===== config.mk =====
export PLATFORM = sky130hd
export DESIGN_NAME = ps2_key_decoder
export DESIGN_NICKNAME = d
export VERILOG_FILES = /design/src/rtl/ps2_key_decoder_pkg.sv /design/src/rtl/ps2_rx_frame.sv /design/src/rtl/ps2_key_decoder.sv
export SDC_FILE = /design/constraint.sdc
export NUM_CORES = 1
export LEC_CHECK = 0
export BUFFER_PORTS_ARGS = -buffer_cell sky130_fd_sc_hd__buf_2
export CAP_MARGIN = 40
export CORE_MARGIN = 8
export CORE_UTILIZATION = 40
export CTS_BUF_LIST = sky130_fd_sc_hd__clkbuf_4
export DETAILED_ROUTE_END_ITERATION = 8
export SYNTH_ARGS = -nofsm -noshare
export SYNTH_HDL_FRONTEND = slang
export SYNTH_SLANG_ARGS = --single-unit

===== constraint.sdc =====
create_clock -name clk -period 2.5 [get_ports clk]
set_input_delay 0.25 -clock clk [delete_from_list [all_inputs] [get_ports clk]]
set_output_delay 0.25 -clock clk [all_outputs]
set_load 0.03 [all_outputs]

===== src/rtl/ps2_key_decoder_pkg.sv =====
// ps2_key_decoder_pkg: PS/2 scancode constants, decoder states and host-response helper
package ps2_key_decoder_pkg;
  localparam logic [7:0] PS2_BRK    = 8'hF0;
  localparam logic [7:0] PS2_EXT    = 8'hE0;
  localparam logic [7:0] PS2_ACK    = 8'hFA;
  localparam logic [7:0] PS2_BAT    = 8'hAA;
  localparam logic [7:0] PS2_ECHO   = 8'hEE;
  localparam logic [7:0] PS2_RESEND = 8'hFE;
  typedef enum logic [1:0] {ST_IDLE, ST_EXT, ST_BRK, ST_EXT_BRK} state_t;
  function automatic logic is_host_resp(input logic [7:0] b);
    return b == PS2_ACK || b == PS2_BAT || b == PS2_ECHO || b == PS2_RESEND;
  endfunction
endpackage


===== src/rtl/ps2_rx_frame.sv =====
// ps2_rx_frame: synchronises PS/2 lines, shifts in 11-bit frames and validates start/stop/parity
module ps2_rx_frame #(
  parameter int SYNC_STAGES = 3,
  parameter int TIMEOUT_CYC = 50000
) (
  input  logic       clk,
  input  logic       clrn,
  input  logic       ps2_clk,
  input  logic       ps2_data,
  output logic       byte_vld,
  output logic [7:0] rx_byte,
  output logic       frame_err
);
  localparam int TW = $clog2(TIMEOUT_CYC + 1);
  logic [SYNC_STAGES-1:0] clk_sync, dat_sync;
  logic clk_prev, fall, done, frame_ok;
  logic [3:0] cnt;
  logic [10:0] sr;
  logic [TW-1:0] idle;
  assign fall = clk_prev & ~clk_sync[SYNC_STAGES-1];
  assign frame_ok = ~sr[0] & sr[10] & ^sr[9:1];
  // Metastability synchronisers plus one extra ps2_clk flop for falling-edge detection
  always_ff @(posedge clk or negedge clrn)
    if (!clrn) begin
      clk_sync <= '0;
      dat_sync <= '0;
      clk_prev <= 1'b0;
    end else begin
      clk_sync <= {clk_sync[SYNC_STAGES-2:0], ps2_clk};
      dat_sync <= {dat_sync[SYNC_STAGES-2:0], ps2_data};
      clk_prev <= clk_sync[SYNC_STAGES-1];
    end
  // Shift LSB-first on each falling edge; drop a stalled partial frame after the idle limit
  always_ff @(posedge clk or negedge clrn)
    if (!clrn) begin
      cnt  <= '0;
      sr   <= '0;
      idle <= '0;
      done <= 1'b0;
    end else begin
      done <= fall && cnt == 4'd10;
      if (fall) begin
        sr   <= {dat_sync[SYNC_STAGES-1], sr[10:1]};
        cnt  <= cnt == 4'd10 ? 4'd0 : cnt + 4'd1;
        idle <= '0;
      end else if (cnt != 4'd0) begin
        if (idle == TW'(TIMEOUT_CYC - 1)) begin
          cnt  <= '0;
          sr   <= '0;
          idle <= '0;
        end else idle <= idle + 1'b1;
      end
    end
  // Judge the completed frame one clock after its stop bit lands
  always_ff @(posedge clk or negedge clrn)
    if (!clrn) begin
      byte_vld  <= 1'b0;
      frame_err <= 1'b0;
      rx_byte   <= '0;
    end else begin
      byte_vld  <= done & frame_ok;
      frame_err <= done & ~frame_ok;
      rx_byte   <= sr[8:1];
    end
endmodule


===== src/rtl/ps2_key_decoder.sv =====
// ps2_key_decoder: turns PS/2 frames into held make code, press pulse and press count
module ps2_key_decoder
  import ps2_key_decoder_pkg::*;
#(
  parameter int SYNC_STAGES = 3,
  parameter int TIMEOUT_CYC = 50000
) (
  input  logic       clk,
  input  logic       clrn,
  input  logic       ps2_clk,
  input  logic       ps2_data,
  output logic [7:0] makecode,
  output logic       ext,
  output logic       key_down,
  output logic       make_pulse,
  output logic [7:0] press_cnt,
  output logic       frame_err
);
  logic byte_vld, is_ext, match, do_make, do_brk;
  logic [7:0] rx_byte;
  state_t st;
  ps2_rx_frame #(.SYNC_STAGES(SYNC_STAGES), .TIMEOUT_CYC(TIMEOUT_CYC)) u_rx (
    .clk(clk), .clrn(clrn), .ps2_clk(ps2_clk), .ps2_data(ps2_data),
    .byte_vld(byte_vld), .rx_byte(rx_byte), .frame_err(frame_err)
  );
  // Classify the incoming byte against the current prefix state and the held key
  always_comb begin
    is_ext  = st == ST_EXT || st == ST_EXT_BRK;
    match   = rx_byte == makecode && ext == is_ext;
    do_make = byte_vld && !(key_down && match) &&
              ((st == ST_IDLE && rx_byte != PS2_EXT && rx_byte != PS2_BRK && !is_host_resp(rx_byte)) ||
               (st == ST_EXT && rx_byte != PS2_BRK));
    do_brk  = byte_vld && (st == ST_BRK || st == ST_EXT_BRK) && match;
  end
  // Prefix FSM and registered key outputs, advancing only on accepted bytes
  always_ff @(posedge clk or negedge clrn)
    if (!clrn) begin
      st         <= ST_IDLE;
      makecode   <= '0;
      ext        <= 1'b0;
      key_down   <= 1'b0;
      make_pulse <= 1'b0;
      press_cnt  <= '0;
    end else begin
      make_pulse <= do_make;
      if (byte_vld)
        st <= st == ST_IDLE ? (rx_byte == PS2_EXT ? ST_EXT : rx_byte == PS2_BRK ? ST_BRK : ST_IDLE) :
              st == ST_EXT  ? (rx_byte == PS2_BRK ? ST_EXT_BRK : ST_IDLE) : ST_IDLE;
      if (do_make) begin
        makecode  <= rx_byte;
        ext       <= is_ext;
        key_down  <= 1'b1;
        press_cnt <= press_cnt + 8'd1;
      end else if (do_brk) begin
        makecode <= '0;
        ext      <= 1'b0;
        key_down <= 1'b0;
      end
    end
endmodule


After elaboration in Yosys (flattened, before gate mapping)
Index checks and enable logic that the tools add are counted.
{"block": "op_classes", "addsub": 3, "multipliers": 0, "div": 0, "n_lt_le_gt_ge": 0, "n_eq_ne": 15, "shifts": 0, "muxes": 20, "bitwise_logic": 8, "n_reduce_logical": 26}
{"cell": "equality test 8 bit (second input constant)", "n": 6}
{"cell": "2-to-1 mux 16 bit", "n": 3}
{"cell": "2-to-1 mux 11 bit", "n": 3}
{"cell": "adder 16 x 1 -> 16 bit (second input constant)", "n": 1}
{"cell": "equality test 16 bit (second input constant)", "n": 1}
{"cell": "2-to-1 mux 4 bit", "n": 4}
{"cell": "2-to-1 mux 8 bit", "n": 2}
{"cell": "inequality test 8 bit (second input constant)", "n": 2}
{"cell": "logical AND 1 bit", "n": 11}
{"cell": "2-to-1 mux 2 bit", "n": 5}
{"cell": "parity 9 bit", "n": 1}
{"cell": "adder 8 x 1 -> 8 bit (second input constant)", "n": 1}
{"cell": "equality test 8 bit", "n": 1}
{"cell": "logical OR 1 bit", "n": 6}
{"cell": "nonzero test 2 bit", "n": 3}
{"cell": "bitwise AND 1 bit", "n": 5}
{"cell": "adder 4 x 1 -> 4 bit (second input constant)", "n": 1}
{"cell": "equality test 2 bit (second input constant)", "n": 2}
{"cell": "equality test 4 bit (second input constant)", "n": 1}
{"cell": "nonzero test 4 bit", "n": 1}
{"cell": "2-to-1 mux 1 bit", "n": 3}
{"cell": "NOT 1 bit", "n": 3}
{"cell": "equality test 2 x 1 -> 1 bit (second input constant)", "n": 1}
{"cell": "zero test 1 bit", "n": 2}
{"cell": "other kinds (3)", "n": 3}
{"block": "totals", "ff_bits": 70, "latchBits": 0, "ramBits": 0, "romBits": 0, "input_bits": 4, "out_inout_bits": 20, "wordCells": 88, "n_memories": 0}

Logic depth before layout (Yosys ltp)
{"block": "logic_depth", "word_depth": 9, "mapped_depth": 8, "mapped_depth_nobuf": 8}

Cells and area by module
Synthesis repeated with hierarchy kept, for this count alone.
{"block": "hier_totals", "cells_unflattened": 277, "area_unflattened_um2": 3203.1}
{"mod": "ps2_rx_frame", "instances": 1, "cells_each": 173, "area_per_inst_um2": 2080.7, "seq_area_each_um2": 1226.2}
{"mod": "ps2_key_decoder", "instances": 1, "cells_each": 104, "area_per_inst_um2": 1122.3, "seq_area_each_um2": 525.5}

Least setup slack after synthesis
Ideal clock, no wire load.
{"block": "synth_timing", "path_kind": "register to register", "from": "register makecode[3]", "to": "register press_cnt[1]", "setup_time_ps": 127, "arrival_ps": 1739, "required_time_ps": 2373, "setup_slack_ps": 633, "path_stages_with_launch": 6, "n_path_buf": 0, "period_less_slack_ps": 1867, "path_cell_list": "dfrtp_1 > xnor2_1 > nand4_1 > nor4_2 > a2111oi_4 > mux2_1"}
{"block": "synth_between", "elab_chain_len": 6}
{"element": "start, declared", "line_no": "ps2_key_decoder.sv:12", "rtl": "output logic [7:0] makecode,"}
{"element": "start signal, assigned", "line_no": "ps2_key_decoder.sv:50", "rtl": "makecode <= rx_byte;"}
{"element": "equality test 8 bit", "line_no": "ps2_key_decoder.sv:29", "rtl": "match = rx_byte == makecode && ext == is_ext;"}
{"element": "logical AND 1 bit", "line_no": "ps2_key_decoder.sv:29"}
{"element": "logical AND 1 bit", "line_no": "ps2_key_decoder.sv:30", "rtl": "do_make = byte_vld && !(key_down && match) &&"}
{"element": "zero test 1 bit", "line_no": "ps2_key_decoder.sv:30"}
{"element": "logical AND 1 bit (2 in series)", "line_no": "ps2_key_decoder.sv:30"}
{"element": "end signal, assigned", "line_no": "ps2_key_decoder.sv:53", "rtl": "press_cnt <= press_cnt + 8'd1;"}
{"element": "end, declared", "line_no": "ps2_key_decoder.sv:16", "rtl": "output logic [7:0] press_cnt,"}
No other way between the ends.
A chain may end at the register's enable or synchronous reset.

Final worst setup path
{"block": "layout_timing", "from": "register u_rx.idle[0]", "to": "register u_rx.idle[7]"}
{"block": "layout_between", "elab_chain_len": 4, "word_cells_on_any_way": 5, "classes_between": "1 x add/sub; 1 x eq/ne; 3 x mux"}
{"element": "start, declared", "line_no": "ps2_rx_frame.sv:19", "rtl": "logic [TW-1:0] idle;"}
{"element": "start signal, assigned", "line_no": "ps2_rx_frame.sv:51", "rtl": "end else idle <= idle + 1'b1;"}
{"element": "adder 16 x 1 -> 16 bit / equality test 16 bit (equally long branches)", "line_no": "ps2_rx_frame.sv:51, ps2_rx_frame.sv:47"}
{"element": "2-to-1 mux 16 bit (*)", "line_no": "ps2_rx_frame.sv:47", "rtl": "if (idle == TW'(TIMEOUT_CYC - 1)) begin"}
{"element": "2-to-1 mux 16 bit (*)", "line_no": "ps2_rx_frame.sv:46", "rtl": "end else if (cnt != 4'd0) begin"}
{"element": "2-to-1 mux 16 bit (*)", "line_no": "ps2_rx_frame.sv:42", "rtl": "if (fall) begin"}
Mark *: on every way between the ends. The rest lies on a longest branch, timed or not. The select of a mux whose other input is x is not followed.

==> results.md <==
- Setup TNS: 0 ps
- Critical path type: reg2reg
- Port bufs: 23
- Remaining global-route overflow: 0
- H-tree depth: 3
- DR iter-0 viols: between 90 and 100
- DRC violations left: 0
- Worst path slowest cell: dfrtp_1
- Slew Limit Fails: 0
- Max Fclk: roughly 0.49 GHz
- Root Buffer Master: clkbuf_4
- Routed WL: about 5700 um
- Die height: just over 100 um
- Synth warnings: 0
- Initial Utilization: between 40 and 50%
- Number of buffers created by CTS: 9
- Final HPWL DP: between 3000 and 4000 um
- Hold path endpoint: u_rx.clk_sync[1]
- Final setup violation count: 0
- First drt pass iteration count: 4
- Cell Area, Synth: around 3000 sq um
- Wire per inst: around 14 um
- Crit-path cells: ha_1 > nand3_1 > nand2b_1 > o21ai_1 > buf_4 > or2_2 > o41ai_1
- First-pass GRT wire length: about 10000 um
- Design Area, Final: roughly 3500 sq um
- Die ar.: roughly 11000 sq um
- #FFs+latches synth: 70
- Worst r2r src: u_rx.idle[0]
- DRT antenna net count: 0
- Sequential element share of the synthesized area: a little under three fifths
- Number of clock sinks: 70
- Reg2reg setup slack: between 400 and 500 ps
- Peak supply drop: around 400 uV
- Worst Path Arrival: around 2300 ps
- Routed vias/inst: 5.100
- RSZ-0062 raised after global routing: no
- Mean Syn Cell Area: roughly 11 sq um
- CTS tree: built
- Fraction of layout cells with a size suffix above 1: around 15%
- Yosys cell types: 44
- Largest net degree at the start of global routing: 71
- Hold Path Depth: 0
- Status: complete, no violations
- I/O pin total: 24
- Slew @ Worst Pin: about 480 ps
- Placer Congestion: 0.7467
- CP max stage delay: approximately 430 ps
- Final period utilization: around four fifths
- Reg2reg path depth: 7
- R2r endpoint: u_rx.idle[7]
- Setup skew after layout: approximately 15 ps
- Worst Min Path Start: u_rx.clk_sync[0]
- Setup crit start kind: flip-flop
- Area delta synth->final: 15.15%
- Number of global-route vias before repair: roughly 2200
- Cts hold-fix bufs: 3
- Max Buffers Root-to-Sink: 2
- Final Hold Vio Count: 0
- Min Tclk post-route: around 2000 ps
- HP Class: reg2reg
- Die width: just over 100 um
- Power density cells: slightly above 900 nW/um^2
- All-Layer GR Usage: between 10% and 20%
- Worst-path fanout max: 7
- Pleak: 1.609 nW
- Syn_nets: between 200 and 300
- ANT cells: 0
- DR vias: between 2000 and 2500
- Placed Area: ~3300 sq um
- Final #Nets: about 320
- FILL cells: 710
- Gate Count Post-Synth: ~280
- Max-Cap Viols: 0
- Critical Path RT: roughly 2800 ps
- Clock-pin transition on the worst setup and hold timing paths: between 100 and 150 ps
- Post-CTS setup repair buffer count: 0
- Initial antenna violation count: 0
- Worst setup EP type: flip-flop
- Post-CTS Resized: 0
- Core area: approximately 7600 sq um
- Later-pin clock latency in the skew report: approximately 400 ps
- Rel. slew slack: between 60% and 70%
- # rows: 32
[metrics by stage]
step                      hold WS, ps  std cells  setup WS [ps]  power [W]  util (%)
after floorplan                -45.59        277          633.5   0.002155         -
after global placement          305.8        400          503.3   0.002353     43.73
after detailed placement        304.0        400          487.0   0.002377     43.73
after CTS                       362.8        419          451.1   0.003239     46.36
after global routing            369.0        419          233.8   0.003417     46.36
final                           359.2        419          472.9   0.003187     46.36
[critical path, delay by kind of cell, from the launching register on]
kind	cells	cell delay, ps
DFF	1	430
adders and majority gates	1	240
AOI/OAI and AO/OA	2	420
and+or+nand+nor	3	630
buffers and inverters	1	190
[registers in the layout, indices dropped and copies added (netlist names)]
| register | flops |
|---|---|
| st | 2 |
| u_rx.dat_sync | 3 |
| u_rx.idle | 16 |
| ext | 1 |
| u_rx.sr | 11 |
| u_rx.done | 1 |
| u_rx.cnt | 4 |
| u_rx.rx_byte | 8 |
| makecode | 8 |
| u_rx.byte_vld | 1 |
| u_rx.frame_err | 1 |
| u_rx.clk_prev | 1 |
| make_pulse | 1 |
| u_rx.clk_sync | 3 |
| press_cnt | 8 |
| key_down | 1 |
[Yosys cell counts]
library cell,count,area [sq um]
and3_1,4,25.02
buf_2,3,15.01
xor2_1,10,87.58
a32oi_1,1,8.760
nor4_2,1,12.51
clkbuf_1,4,15.01
nor4bb_1,1,10.01
nand4_1,8,50.05
nand3b_1,1,7.510
nand2b_1,5,31.28
inv_1,8,30.03
nor2_1,15,56.30
nor3_1,3,15.01
nor4_1,1,6.260
or2_2,1,6.260
a2111oi_4,1,27.53
a21o_1,1,7.510
buf_4,1,7.510
dfrtp_1,70,1752
o211a_1,1,10.01
o2bb2ai_1,1,8.760
o41ai_1,1,8.760
nand2_1,34,127.6
o31ai_1,4,30.03
a21boi_1,1,7.510
o32ai_1,1,8.760
nor4b_2,1,15.01
nor3b_1,1,7.510
o211ai_1,1,7.510
mux2_1,1,11.26
and4b_1,1,10.01
o21ai_0,25,125.1
o22ai_1,1,6.260
or3_1,3,18.77
nand3_1,11,55.05
and4_1,2,17.52
xnor2_1,20,175.2
nor4b_1,1,8.760
o21ai_1,1,5.000
a21oi_1,6,30.03
ha_1,5,62.56
a31oi_1,1,6.260
nor2b_1,4,25.02
a22o_1,10,87.58
[how the worst max path moves through the flow]
stage,startpoint,end,slack [ps],cells after the start
after global routing,u_rx.idle[0],u_rx.cnt[2],230,7
after global placement,u_rx.idle[0],u_rx.cnt[2],500,7
after floorplan,makecode[3],press_cnt[1],630,5
after CTS,u_rx.idle[0],u_rx.cnt[2],450,7
final,u_rx.idle[0],u_rx.idle[7],470,7
after detailed placement,u_rx.idle[0],u_rx.cnt[2],490,7
[layout by cell type, fill, tap and decap left out, drive strengths merged, types with 3 or more instances in the layout]
| cell type | synthesis | layout |
|---|---|---|
| dfrtp | 70 | 70 |
| nand2 | 34 | 34 |
| buf | 4 | 29 |
| o21ai | 26 | 26 |
| xnor2 | 20 | 20 |
| nor2 | 15 | 15 |
| nand3 | 11 | 11 |
| xor2 | 10 | 10 |
| a22o | 10 | 10 |
| clkbuf | 4 | 10 |
| inv | 8 | 9 |
| nand4 | 8 | 8 |
| a21oi | 6 | 6 |
| nand2b | 5 | 5 |
| ha | 5 | 5 |
| nor2b | 4 | 4 |
| and3 | 4 | 4 |
| o31ai | 4 | 4 |
| nor3 | 3 | 3 |
| or3 | 3 | 3 |
| dlygate4sd3 | 0 | 3 |
[layout make-up]
cell class	count	area, sq um	area share [%]
clock buffer	10	75.07	2.140
clock inverter	6	93.84	2.675
multi-input combinational	191	1227	34.99
inverter	8	30.03	0.8559
tap	102	127.6	3.638
sequential	70	1752	49.93
timing repair buffer	32	202.7	5.777
[power breakdown]
group	total (W)	internal (W)	switching [W]	leakage, nW
Clock	0.000840	0.000424	0.000417	0.0872
Combinational	0.000745	0.000368	0.000377	0.594
Sequential	0.00160	0.00134	0.000263	0.928
Total	0.00319	0.00213	0.00106	1.61
[logic make-up after synthesis]
family	share of synthesized area, %
flip-flops	57.49
buffers and inverters	2.218
XOR/XNOR	8.624
AND/OR/NAND/NOR	16.59
multiplexers	0.3696
AO/OA/AOI/OAI	12.65
adder cells (fa/ha/maj)	2.053
[layer usage]
layer	vias up	wire, um	global-route usage [%]
li1	1047	-	-
met1	1044	2517	13.92
met2	36	2833	20.99
met3	10	271	3.681
met4	0	85	5.006
met5	-	0	0
Power figures use the tool's default switching activity.
